[src/rtl/uart_tx_fifo.sv]
// ---------------------------------------------------------------------------
// uart_tx_fifo
//
// Transmit-side byte buffer placed directly in front of uart_tx. CPU I/O
// writes are queued in a small FIFO, and a drain FSM hands the bytes to
// uart_tx one at a time using its tx_send / tx_ready handshake. This keeps
// the CPU from stalling on the serial bit rate. Fill level and a sticky
// overflow flag are exported for a status port.
//
// Parameters:
//   DEPTH_LOG2   log2 of the FIFO depth (DEPTH = 2**DEPTH_LOG2 bytes)
//
// Ports:
//   clk           system clock
//   reset_n       synchronous reset, active-low
//   wr_data       byte to enqueue
//   wr_en         enqueue strobe, one byte per cycle while high
//   clr_overflow  clears the sticky overflow flag
//   full          FIFO holds DEPTH entries
//   empty         FIFO holds no entries
//   count         number of entries currently held (0..DEPTH)
//   overflow      sticky: a write arrived while full and was dropped
//   busy          FIFO not empty, or a byte is still being handed off/sent
//   tx_data       byte presented to uart_tx
//   tx_send       send request to uart_tx
//   tx_ready      uart_tx idle/ready indication
// ---------------------------------------------------------------------------
module uart_tx_fifo #(
  parameter int DEPTH_LOG2 = 4
) (
  input  logic                  clk,
  input  logic                  reset_n,
  input  logic [7:0]            wr_data,
  input  logic                  wr_en,
  input  logic                  clr_overflow,
  output logic                  full,
  output logic                  empty,
  output logic [DEPTH_LOG2:0]   count,
  output logic                  overflow,
  output logic                  busy,
  output logic [7:0]            tx_data,
  output logic                  tx_send,
  input  logic                  tx_ready
);

  localparam int DEPTH = 1 << DEPTH_LOG2;
  localparam logic [DEPTH_LOG2:0] COUNT_FULL = {1'b1, {DEPTH_LOG2{1'b0}}};

  typedef enum logic [1:0] {
    S_IDLE      = 2'd0,
    S_WAIT_ACK  = 2'd1,
    S_WAIT_DONE = 2'd2
  } state_t;

  state_t                state;
  state_t                state_next;
  logic                  send_next;
  logic                  load_data;
  logic                  pop;
  logic                  wr_accept;
  logic [7:0]            mem [DEPTH];
  logic [DEPTH_LOG2-1:0] wr_ptr;
  logic [DEPTH_LOG2-1:0] rd_ptr;

  // Full/empty come straight from the registered count, so a write is judged
  // against the occupancy at the start of the cycle, ignoring any same-cycle pop.
  assign full      = (count == COUNT_FULL);
  assign empty     = (count == '0);
  assign wr_accept = wr_en & ~full;
  assign busy      = ~empty | (state != S_IDLE);

  // Storage array. Contents need no reset: count/pointers define validity.
  always_ff @(posedge clk) begin
    if (wr_accept) begin
      mem[wr_ptr] <= wr_data;
    end
  end

  // Pointers wrap naturally at DEPTH. Count is kept separately so that full
  // and empty can be told apart when the pointers are equal; a simultaneous
  // push and pop leaves it unchanged while both pointers move.
  always_ff @(posedge clk) begin
    if (!reset_n) begin
      wr_ptr <= '0;
      rd_ptr <= '0;
      count  <= '0;
    end else begin
      if (wr_accept) begin
        wr_ptr <= wr_ptr + 1'b1;
      end
      if (pop) begin
        rd_ptr <= rd_ptr + 1'b1;
      end
      case ({wr_accept, pop})
        2'b10:   count <= count + 1'b1;
        2'b01:   count <= count - 1'b1;
        default: count <= count;
      endcase
    end
  end

  // Sticky overflow. A dropped write in the same cycle as a clear keeps the
  // flag set, so software never loses evidence of a drop.
  always_ff @(posedge clk) begin
    if (!reset_n) begin
      overflow <= 1'b0;
    end else if (wr_en && full) begin
      overflow <= 1'b1;
    end else if (clr_overflow) begin
      overflow <= 1'b0;
    end
  end

  // Drain FSM, next-state logic. The byte is only popped once uart_tx has
  // acknowledged it by dropping tx_ready, so a send issued while uart_tx is
  // momentarily not looking cannot lose data. After the pop we wait for
  // uart_tx to finish its frame before considering the next byte.
  always_comb begin
    state_next = state;
    send_next  = 1'b0;
    load_data  = 1'b0;
    pop        = 1'b0;
    case (state)
      S_IDLE: begin
        if (!empty && tx_ready) begin
          load_data  = 1'b1;
          send_next  = 1'b1;
          state_next = S_WAIT_ACK;
        end
      end
      S_WAIT_ACK: begin
        send_next = 1'b1;
        if (!tx_ready) begin
          send_next  = 1'b0;
          pop        = 1'b1;
          state_next = S_WAIT_DONE;
        end
      end
      S_WAIT_DONE: begin
        if (tx_ready) begin
          state_next = S_IDLE;
        end
      end
      default: begin
        state_next = S_IDLE;
      end
    endcase
  end

  // Drain FSM state register plus the registered handshake outputs. tx_data
  // is captured once when the send starts and then held stable.
  always_ff @(posedge clk) begin
    if (!reset_n) begin
      state   <= S_IDLE;
      tx_send <= 1'b0;
      tx_data <= 8'h00;
    end else begin
      state   <= state_next;
      tx_send <= send_next;
      if (load_data) begin
        tx_data <= mem[rd_ptr];
      end
    end
  end

endmodule

[config.mk]
export PLATFORM = sky130hd
export DESIGN_NAME = uart_tx_fifo
export DESIGN_NICKNAME = d
export VERILOG_FILES = /design/src/rtl/uart_tx_fifo.sv
export SDC_FILE = /design/constraint.sdc
export NUM_CORES = 1
export LEC_CHECK = 0
export ABC_AREA = 0
export CAP_MARGIN = 20
export CELL_PAD_IN_SITES_DETAIL_PLACEMENT = 0
export CELL_PAD_IN_SITES_GLOBAL_PLACEMENT = 2
export CORE_AREA = 2 2 116 118
export DETAILED_ROUTE_END_ITERATION = 8
export DIE_AREA = 0 0 118 120
export HOLD_SLACK_MARGIN = 0.15
export PLACE_DENSITY_LB_ADDON = 0.15
export SLEW_MARGIN = 0
export SYNTH_ARGS = -nofsm -noshare
export SYNTH_HDL_FRONTEND = slang
export SYNTH_SLANG_ARGS = --single-unit
[constraint.sdc]
create_clock -name clk -period 5.3 [get_ports clk]
set_input_delay 1.06 -clock clk [delete_from_list [all_inputs] [get_ports clk]]
set_output_delay 1.06 -clock clk [all_outputs]
set_load 0.05 [all_outputs]
==> results.yml, run 1 <==
outcome:
  status: "complete, no violations"
clock_network:
  cts-htree-levels: 4
  cts_resized: 0
  cts_tree: "built"
  clockRootBuffer: "clkbuf_16"
  insertion_delay_ps: 420
  cts.hold.buffers_added: 0
  post_cts_buffers: 0
  cts_made_buffers: 17
  clock_path_buffers: 2
  cts_sinks: 153
  path_clk_slew_ps: 60
logic_synthesis:
  ys_seq_area_frac: 0.702
  synthesis.area_mm2: 0.00618
  synth_top_area_frac: 0.621
  synthTopCellsByArea: "edfxtp_1 62%, dfxtp_1 8.1%, mux4_2 8.0%"
  synth_commonest_cells: "128 x edfxtp_1, 35 x nor2_1, 25 x dfxtp_1, 22 x mux4_2, 13 x mux2i_1"
  synthDistinctLibCells: 45
  synth_ff_type: "edfxtp_1"
  ys_ff_latch: 153
  async_flop_share: 0
  synth_edf_count: 128
  postSynthAreaPerCell_um2: 18.0
  synth_warnings: 0
  syn_inst: 343
  synth.largest_area_cell: "edfxtp_1"
  syn-num-nets: 364
  synth_most_common_cell: "edfxtp_1"
critical_path:
  critPathBufInv: 1
  crit_end: "full"
  crit_path_start_kind: "flip-flop"
  arrival_ps: 2430
  timing.rr.end: "count[2]"
  crit_path_max_incr_delay_ps: 820
  end_kind: "output pin"
  ff2ff_setup_slack_ps: 2480
  criticalPathCategory: "flip-flop to output pin"
  required_ps: 4240
  reg2reg_depth: 10
  startpoint: "count[0]"
  cp_num_cells: 3
  crit_chain: "or4_1 -> nor2_1 -> clkdlybuf4s50_1"
  critical-path-slowest-cell: "clkdlybuf4s50_1"
  crit_family: "buffers and inverters"
  critPathMaxFanout: 7
  reg2reg_from: "count[2]"
grt:
  grt_pass1_wl_um: 18700
  grt.total_usage: 0.185
  grt_max_degree: 33
  grt_overflow: 0
  grt_pass1_vias: 3181
  antenna_found_initial: 0
placed_design:
  gp_congestion: 0.774
  hpwlAfterDp_um: 7430
  place_area_mm2: 0.00666
  port_buffers: 30
floorplanning:
  io_pins: 31
  rows: 42
  start_util: 0.476
  dieArea_mm2: 0.0142
  core_area_mm2: 0.0130
  chipWidth_um: 118
  die_h_um: 120
detailed_routing:
  via_count: 3112
  dr.pass1.iters: 4
  drc: 0
  wl_per_cell_um: 21.0
  dr.first_iter.drc_count: 230
  totalWireLength_um: 12000
  ant_nets: 0
  vias_per_cell: 5.47
sta:
  hold_violations: 0
  fmax_ghz: 0.287
  skew_ps: 8.25
  rsz0062_at_grt: "no"
  maxSlewHeadroom: 0.305
  worst_slew_pin_slew_ps: 1030
  fin_crit_ps: 3490
  hold_ws_ps: 492
  min_period_over_period: 0.658
  setup_tns_ps: 0
  finalSetupViolCount: 0
  drv_slew: 0
power:
  switchingPower_w: 0.000627
  seq_power_share: 0.505
  p_per_area_mw_per_mm2: 374
  ir_drop_v: 0.000210
  leakage_nw: 2.33
  swShare: 0.233
  clockPowerShare: 0.406
  pwr-share-comb: 0.089
  p_int_w: 0.00206
final_layout:
  diodes: 0
  stdcell_area_mm2: 0.00719
  nNetsFinal: 401
  drive_above_1_share: 0.186
  area_delta_synth_final_pct: 16.3
  fillCellCount: 1037
worst_hold_path:
  holdPathStages: 1
  hold_path_class: "flip-flop to flip-flop"
job:
  drv_cap: 0
==> per-layer routing <==
metal  part of all wire  global-route usage  wire [µm]
met4              0.011              0.0633        129
met5                  0                   0          0
met1               0.43               0.243       5180
met3              0.058              0.0456        688
met2               0.50               0.302       5970
==> cell usage in the layout, fill, tap and decap left out, drive strengths merged, types with 8 or more instances in the layout <==
cell type,netlist,final
nor2,35,35
dfxtp,25,25
mux2,8,8
mux4,32,32
a221o,8,8
clkbuf,11,19
ha,8,8
nand2,10,10
mux2i,13,13
edfxtp,128,128
clkdlybuf4s50,0,30
==> power groups by stage <==
stage                     clock (W)  sequential (W)  combinational (W)
after CTS                   0.00112         0.00136           0.000244
after floorplan                   0         0.00141           0.000124
after global routing        0.00117         0.00136           0.000257
after detailed placement          0         0.00138           0.000242
final                       0.00109         0.00136           0.000239
after global placement            0         0.00138           0.000241
==> registers in the layout, indices dropped and copies added, names as in the netlist <==
register	count
tx_send	1
mem	128
count	5
tx_data	8
overflow	1
rd_ptr	4
state	2
wr_ptr	4
==> how the worst min path moves through the flow <==
stage | start | endpoint
6_report | tx_data[2] | tx_data[2]
5_1_grt | tx_data[2] | tx_data[2]
4_1_cts | count[4] | count[4]
3_5_place_dp | tx_data[0] | tx_data[0]
3_3_place_gp | tx_data[6] | tx_data[6]
2_1_floorplan | rd_ptr[3] | rd_ptr[3]
==> area by class of cell <==
class,instances,area (µm²),area share
sequential,153,4340,0.604
clock inverter,13,106,0.0148
tap,176,220,0.0306
multi-input combinational,165,1720,0.239
timing repair buffer,36,345,0.0480
inverter,7,26.3,0.00365
clock buffer,19,433,0.0602
==> through the flow <==
stage / utilization / total power (W) / instances / setup WS (ps)
3_3_place_gp: 0.513 / 0.00162 / 537 / 1580
5_1_grt: 0.554 / 0.00279 / 569 / 1720
2_1_floorplan: - / 0.00153 / 343 / 2260
4_1_cts: 0.554 / 0.00272 / 569 / 1790
6_report: 0.554 / 0.00269 / 569 / 1810
3_5_place_dp: 0.513 / 0.00163 / 537 / 1520
==> cell families after synthesis <==
kind of cell               synth area share
AOI/OAI and AO/OA                    0.0303
muxes                                 0.158
DFF                                   0.702
xor gates and xnor gates             0.0156
and+or+nand+nor                      0.0569
adders and majority gates            0.0162
buffers and inverters                0.0204
Power figures use the tool's default switching activity.
==> run 2, diff against run 1 <==
--- a/config.mk
+++ b/config.mk
@@ -9,9 +9,9 @@
 export CAP_MARGIN = 20
 export CELL_PAD_IN_SITES_DETAIL_PLACEMENT = 0
 export CELL_PAD_IN_SITES_GLOBAL_PLACEMENT = 2
-export CORE_AREA = 2 2 116 118
+export CORE_AREA = 2 2 126 128
 export DETAILED_ROUTE_END_ITERATION = 8
-export DIE_AREA = 0 0 118 120
+export DIE_AREA = 0 0 128 130
 export HOLD_SLACK_MARGIN = 0.15
 export PLACE_DENSITY_LB_ADDON = 0.15
 export SLEW_MARGIN = 0
==> constraint.sdc (replaced) <==
create_clock -name clk -period 3 [get_ports clk]
set_input_delay 0.6 -clock clk [delete_from_list [all_inputs] [get_ports clk]]
set_output_delay 0.6 -clock clk [all_outputs]
set_load 0.05 [all_outputs]
==> run 2 against run 1 <==
Non-clock buffer count grew 24. Utilization fell by 7.6 points. Sequential power is 76% higher. Clock skew is 2.0 ps higher. Clock power grew 73%. Flip-flop and latch count unchanged. Wire length grew 4.0%. Combinational power increased by 80%. Global-route usage down 2.1 points. First-iteration DRC count shrank 9.6%. Sequential share of layout area shrank 1.5 points. Critical endpoint unchanged.
==> results.yml, run 2 (synthesized netlist as in run 1, its figures left out) <==
outcome:
  status: "complete, no violations"
detailed_routing:
  dr.pass1.iters: 4
  totalWireLength_um: 12400
  vias_per_cell: 5.22
  ant_nets: 0
  dr.first_iter.drc_count: 208
  via_count: 3181
  drc: 0
  wl_per_cell_um: 20.4
critical_path:
  crit_path_max_incr_delay_ps: 630
  arrival_ps: 2180
  critPathMaxFanout: 7
  crit_chain: "or4_1 -> nor2_1 -> dlygate4sd2_1"
  timing.rr.end: "count[2]"
  criticalPathCategory: "flip-flop to output pin"
  crit_path_start_kind: "flip-flop"
  reg2reg_from: "count[2]"
  ff2ff_setup_slack_ps: 650
  critical-path-slowest-cell: "or4_1"
  startpoint: "count[0]"
  reg2reg_depth: 10
  crit_end: "full"
  required_ps: 2400
  end_kind: "output pin"
clock_network:
  clockRootBuffer: "clkbuf_16"
  cts_sinks: 153
  post_cts_buffers: 0
  insertion_delay_ps: 420
  cts_made_buffers: 17
  cts.hold.buffers_added: 0
  clock_path_buffers: 2
  cts-htree-levels: 4
  cts_tree: "built"
  path_clk_slew_ps: 60
job:
  drv_cap: 0
power:
  p_int_w: 0.00364
  leakage_nw: 2.46
  swShare: 0.228
  ir_drop_v: 0.000392
  p_per_area_mw_per_mm2: 640
  pwr-share-comb: 0.091
  switchingPower_w: 0.00108
  seq_power_share: 0.507
  clockPowerShare: 0.401
grt:
  grt_pass1_wl_um: 19100
  grt.total_usage: 0.164
  gr-usage-met3: 0.0390
  grt_pass1_vias: 3206
  antenna_found_initial: 0
  busiest_layer: "met2"
  grt_max_degree: 21
  grtUsageMet2: 0.271
  grt_overflow: 0
  grtUsageMet1: 0.212
floorplanning:
  die_h_um: 130
  dieArea_mm2: 0.0166
  core_area_mm2: 0.0154
  start_util: 0.401
  rows: 46
  io_pins: 31
  chipWidth_um: 128
sta:
  setup_tns_ps: 0
  drv_slew: 0
  fmax_ghz: 0.360
  maxSlewHeadroom: 0.351
  finalSetupViolCount: 0
  skew_ps: 10.3
  hold_violations: 0
  min_period_over_period: 0.927
  rsz0062_at_grt: "no"
  fin_crit_ps: 2780
  worst_slew_pin_slew_ps: 968
final_layout:
  area_delta_synth_final_pct: 19.2
  stdcell_area_mm2: 0.00737
  diodes: 0
  drive_above_1_share: 0.218
  final_core_utilization: 0.478
  largest_reg_flops: 128
  final_cell_mix: "128 x edfxtp_1, 35 x nor2_1, 30 x buf_4"
  reg_top3: "mem (128), tx_data (8), count (5)"
  regMostFlops: "mem"
  layout_commonest_cell: "edfxtp_1"
  nNetsFinal: 425
worst_hold_path:
  hold_path_class: "flip-flop to flip-flop"
placed_design:
  port_buffers: 30
  place_area_mm2: 0.00685
  gp_congestion: 0.742
  hpwlAfterDp_um: 7980
run 2: changes by cell type in the layout (fill, tap and decap cells not counted), sizes merged:
cell           previous run  this run
buf                       6        30
clkinvlp                  5         2
clkbuf                   19        21
clkdlybuf4s50            30        27
dlymetal6s2s              0         1
dlygate4sd2               0         2
clkinv                    7         8
run 2: layer usage:
layer	share of wire	wire length (µm)
met5	0	0
met4	0.014	178
met3	0.029	361
met2	0.50	6240
met1	0.45	5650
run 2: layout make-up:
cell class,count,area (µm²)
fillers,1316,8050
flip-flops and latches,153,4340
multi-input cells,165,1710
repair buffers,60,526
clock buffers,21,440
well taps,192,240
clock inverters,11,81.3
inverters,7,26.3
run 2: worst min-delay path by stage:
stage / start / endpoint / slack, ps / depth (start not counted)
5_1_grt: tx_data[3] / tx_data[3] / 520 / 1
6_report: count[4] / count[4] / 500 / 2
2_1_floorplan: rd_ptr[3] / rd_ptr[3] / 490 / 2
3_3_place_gp: tx_data[4] / tx_data[4] / 490 / 1
4_1_cts: count[4] / count[4] / 500 / 2
3_5_place_dp: tx_data[3] / tx_data[3] / 490 / 1
run 2: repair_timing:
action                                  4_1_cts  5_1_grt
endpoints found under the setup margin        2        1
cloned                                        0        0
resized for setup                             2        1
run 2: power by group through the flow:
stage | clock (W) | sequential [W] | combinational [W]
after floorplan | 0 | 0.00249 | 0.000219
after global placement | 0 | 0.00244 | 0.000441
after detailed placement | 0 | 0.00244 | 0.000442
after CTS | 0.00194 | 0.00239 | 0.000440
after global routing | 0.00205 | 0.00240 | 0.000464
final | 0.00189 | 0.00239 | 0.000430
run 2: metrics by stage:
stage | total power, W | worst slack [ps] | hold slack, ps | cells
finish | 0.00471 | 220 | 496 | 609
global route | 0.00491 | 97.2 | 522 | 609
CTS | 0.00477 | 73.5 | 503 | 609
detailed placement | 0.00288 | 247 | 490 | 577
global placement | 0.00288 | 250 | 486 | 577
floorplan | 0.00271 | 75.7 | 494 | 343
run 2: critical path, delay by kind of cell (launching register included):
kind / cells / cell delay (ps)
buffers and inverters: 1 / 550
DFF: 1 / 400
and+or+nand+nor: 2 / 800
==> run 3, diff against run 2 <==
--- a/config.mk
+++ b/config.mk
@@ -12,6 +12,7 @@
 export CORE_AREA = 2 2 126 128
 export DETAILED_ROUTE_END_ITERATION = 8
 export DIE_AREA = 0 0 128 130
+export GPL_TIMING_DRIVEN = 1
 export HOLD_SLACK_MARGIN = 0.15
 export PLACE_DENSITY_LB_ADDON = 0.15
 export SLEW_MARGIN = 0
==> constraint.sdc (replaced) <==
create_clock -name clk -period 3 [get_ports clk]
set_input_delay 0.6 -clock clk [delete_from_list [all_inputs] [get_ports clk]]
set_output_delay 0.6 -clock clk [all_outputs]
set_load 0.01 [all_outputs]
==> run 3 against run 2 <==
Register-to-register slack about the same. Clock skew fell by 2.8 ps. Count of clock-buffer cells in the layout up 2. Global-route usage fell by 0.77 points. Worst setup slack lost 9.8 ps. Clock power is 10% higher. Fmax fell by 0.35%. Flip-flop and latch count stayed put. Cell count shrank 0.66%. Critical path depth did not move. Worst hold slack worse by 3.4 ps.
==> results.yml, run 3 (synthesized netlist as in run 1, its figures left out) <==
sta:
  fin_crit_ps: 2790
  hold_violations: 0
  skew_ps: 7.47
  setup_tns_ps: 0
  worst_slew_pin_slew_ps: 597
  fmax_ghz: 0.358
  maxSlewHeadroom: 0.601
  finalSetupViolCount: 0
  rsz0062_at_grt: "no"
  drv_slew: 0
  min_period_over_period: 0.930
power:
  total_power_w: 0.00482
  p_per_area_mw_per_mm2: 651
  leakage_nw: 2.44
  swShare: 0.206
  switchingPower_w: 0.000993
  p_int_w: 0.00382
  ir_drop_v: 0.000369
  seq_power_share: 0.497
  clockPowerShare: 0.431
  pwr-share-comb: 0.072
clock_network:
  path_clk_slew_ps: 60
  cts_resized: 0
  post_cts_buffers: 0
  clock_path_buffers: 2
  clockRootBuffer: "clkbuf_16"
  insertion_delay_ps: 420
  cts.hold.buffers_added: 0
  cts_made_buffers: 17
  cts_tree: "built"
  cts-htree-levels: 4
  cts_sinks: 153
critical_path:
  crit_path_start_kind: "flip-flop"
  end_kind: "output pin"
  crit_path_max_incr_delay_ps: 650
  criticalPathCategory: "flip-flop to output pin"
  crit_family: "simple AND/OR/NAND/NOR gates"
  timing.rr.end: "count[2]"
  critPathBufInv: 1
  arrival_ps: 2190
  critPathMaxFanout: 7
  crit_chain: "or4_1 -> nor2_1 -> clkdlybuf4s50_1"
  ff2ff_setup_slack_ps: 650
  reg2reg_depth: 10
  required_ps: 2400
  critical-path-slowest-cell: "or4_1"
  reg2reg_from: "count[2]"
final_layout:
  layout_commonest_cell: "edfxtp_1"
  final_core_utilization: 0.479
  nNetsFinal: 421
  reg_top3: "mem (128), tx_data (8), count (5)"
  largest_reg_flops: 128
  drive_above_1_share: 0.208
  final_cell_mix: "128 x edfxtp_1, 35 x nor2_1, 30 x clkdlybuf4s50_1"
  regMostFlops: "mem"
  diodes: 0
  area_delta_synth_final_pct: 19.5
detailed_routing:
  ant_nets: 0
  drc: 0
  totalWireLength_um: 12300
  dr.first_iter.drc_count: 232
  vias_per_cell: 5.24
  dr.pass1.iters: 4
  wl_per_cell_um: 20.3
  via_count: 3172
grt:
  grt_max_degree: 35
  grt_pass1_wl_um: 18200
  grt_overflow: 0
  antenna_found_initial: 0
  grt_pass1_vias: 3142
  grt.total_usage: 0.156
floorplanning:
  rows: 46
  dieArea_mm2: 0.0166
  start_util: 0.401
  io_pins: 31
  die_h_um: 130
  core_area_mm2: 0.0154
  chipWidth_um: 128
outcome:
  status: "complete, no violations"
worst_hold_path:
  hold_path_class: "flip-flop to flip-flop"
  hp-start: "count[4]"
  hold_end: "count[4]"
  holdPathStages: 2
placed_design:
  hpwlAfterDp_um: 7650
  gp_congestion: 0.710
  port_buffers: 30
job:
  drv_cap: 0
-- run 3: changes by cell type in the layout (fill, tap and decap cells not counted), sizes merged --
cell           before  now
clkinv              8    3
buf                30   26
clkdlybuf4s50      27   30
bufinv              1    3
clkbuf             21   23
dlygate4sd2         2    0
clkinvlp            2    3
dlymetal6s2s        1    0
-- run 3: how the worst max path moves through the flow --
stage / from / end / slack [ps] / cells past startpoint
3_5_place_dp: wr_en / count[2] / 260 / 10
4_1_cts: count[0] / full / 170 / 3
3_3_place_gp: wr_en / count[2] / 250 / 10
2_1_floorplan: count[1] / count[2] / 420 / 12
6_report: count[0] / full / 210 / 3
5_1_grt: count[0] / full / 90 / 3
-- run 3: metrics by stage --
step / setup WS (ps) / cells / instance area (µm²) / hold WS [ps]
floorplan: 423 / 343 / 6180 / 494
global placement: 255 / 572 / 6810 / 486
detailed placement: 257 / 573 / 6820 / 484
CTS: 171 / 605 / 7390 / 497
global route: 86.1 / 605 / 7390 / 514
finish: 210 / 605 / 7390 / 493
-- run 3: layer usage --
| layer | GRT usage | vias to the layer above | share of wire |
|---|---|---|---|
| met5 | 0 | - | 0 |
| met4 | 0.0582 | 0 | 0.010 |
| met3 | 0.0398 | 11 | 0.044 |
| met2 | 0.267 | 65 | 0.51 |
| met1 | 0.193 | 1625 | 0.44 |
| li1 | - | 1471 | - |
-- run 3: power by group through the flow --
stage	clock (W)	sequential, W	combinational [W]
after detailed placement	0	0.00244	0.000355
after global routing	0.00221	0.00240	0.000380
after CTS	0.00213	0.00239	0.000356
after floorplan	0	0.00243	0.000188
final	0.00208	0.00239	0.000345
after global placement	0	0.00244	0.000349
-- run 3: area by class of cell --
class,instances,area [µm²]
clock buffers,23,448
clock inverters,9,125
fillers,1321,8030
inverters,7,26.3
multi-input cells,165,1710
flip-flops and latches,153,4340
well taps,192,240
repair buffers,56,495
-- run 3: tightest hold or removal path, cell delays in order, from the launching register on --
cell and delay [ps]:
dfxtp_1 330, nand2_1 60, mux2i_1 50
